--- config.mk ---
export PLATFORM = sky130hd
export DESIGN_NAME = rand_ctrl
export DESIGN_NICKNAME = d
export VERILOG_FILES = /design/src/rtl/rand_pkg.sv /design/src/rtl/rand_hit_counter.sv /design/src/rtl/rand_ctrl.sv
export SDC_FILE = /design/constraint.sdc
export NUM_CORES = 1
export LEC_CHECK = 0
export CORE_MARGIN = 2
export CORE_UTILIZATION = 43
export DETAILED_ROUTE_END_ITERATION = 8
export GPL_TIMING_DRIVEN = 0
export PLACE_DENSITY = 0.74
export SLEW_MARGIN = 20
export SYNTH_ARGS = -nofsm -noshare
export SYNTH_HDL_FRONTEND = slang
export SYNTH_SLANG_ARGS = --single-unit
--- constraint.sdc ---
create_clock -name clk -period 1.8 [get_ports clk]
set_clock_uncertainty 0.15 [all_clocks]
set_input_delay 0.18 -clock clk [delete_from_list [all_inputs] [get_ports clk]]
set_output_delay 0.18 -clock clk [all_outputs]
set_load 0.01 [all_outputs]
--- src/rtl/rand_pkg.sv ---
// Shared types and constants for the rand_ctrl sequencing slice.
// Configuration macro RAND_CTRL_ZERO_GUARD_EN (used in rand_ctrl) selects the zero-seed guard.
package rand_pkg;

    localparam int RAND_W = 6;
    localparam int RES_W  = 2;

    // Substituted for an all-zero seed so the LFSR cannot lock up.
    localparam logic [RAND_W-1:0] GUARD_SEED = 6'b000001;

    typedef enum logic [2:0] {
        ST_IDLE  = 3'd0,
        ST_LOAD  = 3'd1,
        ST_RUN   = 3'd2,
        ST_DRAIN = 3'd3,
        ST_DONE  = 3'd4
    } state_t;

endpackage

--- src/rtl/rand_hit_counter.sv ---
// Samples the datapath result one edge after each step strobe and counts
// matches against the captured target, saturating at the counter maximum.
module rand_hit_counter
    import rand_pkg::*;
#(
    parameter int CNT_W = 5
) (
    input  logic             clk,
    input  logic             rst_n,
    input  logic             clear,
    input  logic             step_en,
    input  logic [RES_W-1:0] target,
    input  logic [RES_W-1:0] result_in,
    output logic [CNT_W-1:0] hit_count
);

    localparam logic [CNT_W-1:0] CNT_MAX = '1;
    localparam logic [CNT_W-1:0] CNT_ONE = CNT_W'(1);

    logic samp;

    // result_in is registered in the datapath, so it reflects the value before
    // each step one edge after that step's strobe; samp carries that delay.
    always_ff @(posedge clk or negedge rst_n) begin
        if (!rst_n) begin
            samp      <= 1'b0;
            hit_count <= '0;
        end else begin
            samp <= step_en;
            if (clear) begin
                hit_count <= '0;
            end else if (samp && (result_in == target) && (hit_count != CNT_MAX)) begin
                hit_count <= hit_count + CNT_ONE;
            end
        end
    end

endmodule

--- src/rtl/rand_ctrl.sv ---
// Run sequencer for the LFSR datapath: LOAD, STEPS step cycles, DRAIN, DONE.
// Define RAND_CTRL_ZERO_GUARD_EN to replace an all-zero seed with GUARD_SEED.
module rand_ctrl
    import rand_pkg::*;
#(
    parameter int STEPS = 16,
    parameter int CNT_W = 5
) (
    input  logic              clk,
    input  logic              rst_n,
    input  logic              start,
    input  logic              mode,
    input  logic [RAND_W-1:0] seed,
    input  logic [RES_W-1:0]  target,
    input  logic [RES_W-1:0]  result_in,
    output logic [RAND_W-1:0] seed_out,
    output logic              load,
    output logic              xor_en,
    output logic              shift_en,
    output logic              busy,
    output logic              done,
    output logic [CNT_W-1:0]  hit_count,
    output state_t            state_dbg
);

    // Handshake: start is a level request accepted only on an edge seen in IDLE
    // (ignored while busy); each accepted request yields exactly one done pulse,
    // with hit_count final in that same cycle and held until the next accept.

    localparam int STEP_W = $clog2(STEPS + 1);
    localparam logic [STEP_W-1:0] STEP_LAST = STEP_W'(STEPS - 1);
    localparam logic [STEP_W-1:0] STEP_ONE  = STEP_W'(1);

    state_t              state;
    logic [STEP_W-1:0]   step_cnt;
    logic                mode_q;
    logic [RES_W-1:0]    target_q;
    logic [RAND_W-1:0]   seed_cap;
    logic                accept;

`ifdef RAND_CTRL_ZERO_GUARD_EN
    assign seed_cap = (seed == '0) ? GUARD_SEED : seed;
`else
    assign seed_cap = seed;
`endif

    assign accept    = (state == ST_IDLE) && start;
    assign state_dbg = state;

    // Strobes are registered alongside the next state, so each output is a
    // pure function of the state register the cycle it is visible.
    always_ff @(posedge clk or negedge rst_n) begin
        if (!rst_n) begin
            state    <= ST_IDLE;
            step_cnt <= '0;
            mode_q   <= 1'b0;
            target_q <= '0;
            seed_out <= '0;
            load     <= 1'b0;
            xor_en   <= 1'b0;
            shift_en <= 1'b0;
            busy     <= 1'b0;
            done     <= 1'b0;
        end else begin
            case (state)
                ST_IDLE: begin
                    if (start) begin
                        mode_q   <= mode;
                        target_q <= target;
                        seed_out <= seed_cap;
                        step_cnt <= '0;
                        load     <= 1'b1;
                        busy     <= 1'b1;
                        state    <= ST_LOAD;
                    end
                end
                ST_LOAD: begin
                    load     <= 1'b0;
                    xor_en   <= ~mode_q;
                    shift_en <= mode_q;
                    state    <= ST_RUN;
                end
                ST_RUN: begin
                    step_cnt <= step_cnt + STEP_ONE;
                    if (step_cnt == STEP_LAST) begin
                        xor_en   <= 1'b0;
                        shift_en <= 1'b0;
                        state    <= ST_DRAIN;
                    end
                end
                ST_DRAIN: begin
                    done  <= 1'b1;
                    state <= ST_DONE;
                end
                ST_DONE: begin
                    done  <= 1'b0;
                    busy  <= 1'b0;
                    state <= ST_IDLE;
                end
                default: begin
                    load     <= 1'b0;
                    xor_en   <= 1'b0;
                    shift_en <= 1'b0;
                    busy     <= 1'b0;
                    done     <= 1'b0;
                    state    <= ST_IDLE;
                end
            endcase
        end
    end

    rand_hit_counter #(
        .CNT_W (CNT_W)
    ) u_hit (
        .clk       (clk),
        .rst_n     (rst_n),
        .clear     (accept),
        .step_en   (xor_en | shift_en),
        .target    (target_q),
        .result_in (result_in),
        .hit_count (hit_count)
    );

endmodule

==> impl_metrics.json, run 1 <==
{
  "drive_gt1_share_pct": 13.9,
  "syn_nets": 145,
  "vias": 1009,
  "io_pins": 33,
  "ys_ff_latch": 28,
  "synth_edf_count": 0,
  "grt_overflow": 0,
  "path_max_fanout": 3,
  "initialDrtViolationCount": 28,
  "synth_area_leader_cell": "dfrtp_1",
  "yosys-mux-area-fraction_pct": 6.97,
  "dieArea_um2": 3510,
  "synth_xor_area_share_pct": 2.00,
  "netlist_instances": 127,
  "cts.sinks": 28,
  "h-tree-depth": 1,
  "max-vdd-ir-drop_v": 0.000761,
  "clk_latency_ns": 0.33,
  "worstPathCellList": "ha_2 > and3_4 > ha_4 > nand2b_4 > nor3_4 > mux2i_1",
  "crit_required_ns": 1.91,
  "worstHoldPathType": "input port to flip-flop",
  "cellLeakagePower_nw": 0.815,
  "num_antenna_cells": 0,
  "worst_path_max_delay_cell": "dfrtp_1",
  "powerDensity_nw_per_um2": 1460,
  "ys_types": 35,
  "reg2reg_from": "u_hit.hit_count[0]",
  "grt_max_degree": 29,
  "place_area_um2": 1700,
  "wl_um": 2620,
  "core_um2": 2980,
  "synth_top_family_by_area": "simple AND/OR/NAND/NOR gates",
  "max_slew_margin_pct": 60.2,
  "hpwl_um": 1980,
  "maxSlewViolCount": 0,
  "clkTransAtPathRegs_ns": 0.14,
  "setup_violations": 0,
  "synthTopCellsByCount": "36 x nand2_1, 28 x dfrtp_1, 8 x mux2i_1",
  "grt_pass1_wl_um": 4490,
  "final.period_utilization_pct": 98.0,
  "drc": 0,
  "min_period_ns": 1.76,
  "fin_total_pwr_w": 0.00264,
  "min_from": "seed[3]",
  "synth_most_common_cell": "nand2_1",
  "cp_slowest_stage_delay_ns": 0.42,
  "use_met2_pct": 30.1,
  "worstPathArrival_ns": 1.87,
  "synthSimpleGateAreaFrac_pct": 23.3,
  "timing.rr.end": "u_hit.hit_count[1]",
  "met3_usage_pct": 1.31,
  "reg2regPathDepth": 6,
  "initial_core_util_pct": 44.0,
  "drt_first_pass_iters": 2,
  "grt_pass1_vias": 1022,
  "crit_path_start_kind": "flip-flop",
  "critical_path_class": "flip-flop to flip-flop",
  "synth.top_cell.area_share_pct": 53.4,
  "num-nets-final": 185,
  "drv_cap": 0,
  "cts_made_buffers": 3,
  "hold_depth": 3,
  "async_reset_ff_share_pct": 100,
  "synthFlopType": "dfrtp_1",
  "cpLargestDelayFamily": "simple AND/OR/NAND/NOR gates",
  "io_buffers": 32,
  "synth_area_per_cell_um2": 10.3,
  "root_buffer": "clkbuf_4",
  "final_area_um2": 1810,
  "hold_end": "seed_out[3]",
  "synthAdderAreaFrac_pct": 3.82,
  "crit_path_end_kind": "flip-flop",
  "synth-compound-area-share_pct": 6.11,
  "wire_per_inst_um": 13.2,
  "rows": 20,
  "die_height_um": 59.2,
  "busiest_layer": "met2",
  "antenna_found_initial": 0,
  "track_usage_pct": 17.1,
  "gp_congestion": 0.739,
  "fmax_mhz": 567,
  "cts_tree": "built",
  "reg2reg_slack_ns": 0.04,
  "status": "finished clean",
  "die_w_um": 59.2,
  "worst_pin_slew_ns": 0.597,
  "ys_seq_area_share_pct": 53.4,
  "area_delta_synth_final_pct": 37.7,
  "finalHoldWorstSlack_ns": 0.213,
  "grt_setup_unrepaired": "yes",
  "syn-cell-area_um2": 1310,
  "met1_usage_pct": 21.1,
  "finalHoldViolCount": 0,
  "via_per_inst": 5.07,
  "yosys_warnings": 0,
  "cts_buffer_depth": 2,
  "ys_top_cells_by_area": "dfrtp_1 53%, nand2_1 10%, mux2i_1 6.1%",
  "path_buf_inv": 0,
  "postRouteAntennaNets": 0
}
flip-flops by register name (all words and copies together), names as in the netlist:
name / cells
busy: 1
u_hit.hit_count: 5
load: 1
target_q: 2
state_dbg: 3
seed_out: 6
u_hit.samp: 1
done: 1
mode_q: 1
step_cnt: 5
shift_en: 1
xor_en: 1
layer usage:
layer	up-vias	part of all wire [%]
met5	-	0
met2	12	54
li1	506	-
met4	0	1.8
met1	486	43
met3	5	1.6
worst max path at each step:
stage | start | depth (start not counted) | to | slack [ns]
after floorplan | u_hit.hit_count[0] | 6 | u_hit.hit_count[2] | 0.02
after global placement | start | 6 | u_hit.hit_count[4] | -0.11
after detailed placement | start | 6 | u_hit.hit_count[4] | -0.14
after CTS | u_hit.hit_count[1] | 6 | u_hit.hit_count[1] | -0.04
after global routing | u_hit.hit_count[1] | 6 | u_hit.hit_count[1] | -0.1
final | u_hit.hit_count[0] | 6 | u_hit.hit_count[1] | 0.04
stage by stage:
step	std cells	TNS [ns]	utilization (%)	setup slack [ns]
2_1_floorplan	127	0	-	0.0201
3_3_place_gp	192	-0.940	57.2	-0.112
3_5_place_dp	192	-1.37	57.1	-0.142
4_1_cts	200	-0.0419	60.3	-0.0419
5_1_grt	199	-0.159	60.6	-0.0950
6_report	199	0	60.6	0.0356
placed cells by master (no fill, tap or decap), types with 3 or more instances in the layout:
| cell | n |
|---|---|
| buf_4 | 3 |
| clkbuf_4 | 4 |
| clkdlybuf4s50_1 | 31 |
| dfrtp_1 | 28 |
| inv_1 | 3 |
| mux2i_1 | 8 |
| nand2_1 | 36 |
| nand2b_1 | 4 |
| nor2_1 | 4 |
what timing repair did:
action | 4_1_cts | 5_1_grt
setup buffers | 3 | 0
hold buffers | 1 | 0
endpoints found under the setup margin | 5 | 18
pin swaps | 2 | 2
endpoints found under the hold margin | 28 | 0
resized for setup | 5 | 5
area by class of cell:
cell class                 count  area, um^2
fill                         262        1170
clock buffer                   4        36.3
buffer                         5        37.5
tap                           33        41.3
timing repair buffer          36         348
inverter                       3        11.3
sequential                    28         701
multi-input combinational     90         631
logic make-up after synthesis:
kind of cell | after synthesis
XOR/XNOR | 3
AO/OA/AOI/OAI | 12
buffers and inverters | 9
adder cells (fa/ha/maj) | 4
AND/OR/NAND/NOR | 62
flip-flops | 28
multiplexers | 9
tightest hold or removal path: cells and delay by family:
kind                   cells  cell delay (ns)
buffers and inverters      1             0.40
and+or+nand+nor            2             0.10
power breakdown:
group | switching [W] | total (W) | internal [W] | leakage (nW)
sequential | 0.000176 | 0.00104 | 0.000864 | 0.358
clock | 0.000181 | 0.000305 | 0.000124 | 0.0210
combinational | 0.000637 | 0.00130 | 0.000659 | 0.437
No activity file was read; power rests on OpenSTA's default activity.
==> run 2, diff against run 1 <==
--- a/config.mk
+++ b/config.mk
@@ -5,6 +5,7 @@
 export SDC_FILE = /design/constraint.sdc
 export NUM_CORES = 1
 export LEC_CHECK = 0
+export CAP_MARGIN = 20
 export CORE_MARGIN = 2
 export CORE_UTILIZATION = 43
 export DETAILED_ROUTE_END_ITERATION = 8
==> results of run 2 <==
Final layout, timing and power as in run 1 (identical DEF).
==> run 3, diff against run 2 <==
--- a/config.mk
+++ b/config.mk
@@ -8,6 +8,7 @@
 export CAP_MARGIN = 20
 export CORE_MARGIN = 2
 export CORE_UTILIZATION = 43
+export CTS_CLUSTER_DIAMETER = 60
 export DETAILED_ROUTE_END_ITERATION = 8
 export GPL_TIMING_DRIVEN = 0
 export PLACE_DENSITY = 0.74
==> results of run 3 <==
Final layout, timing and power as in run 1 (identical DEF).
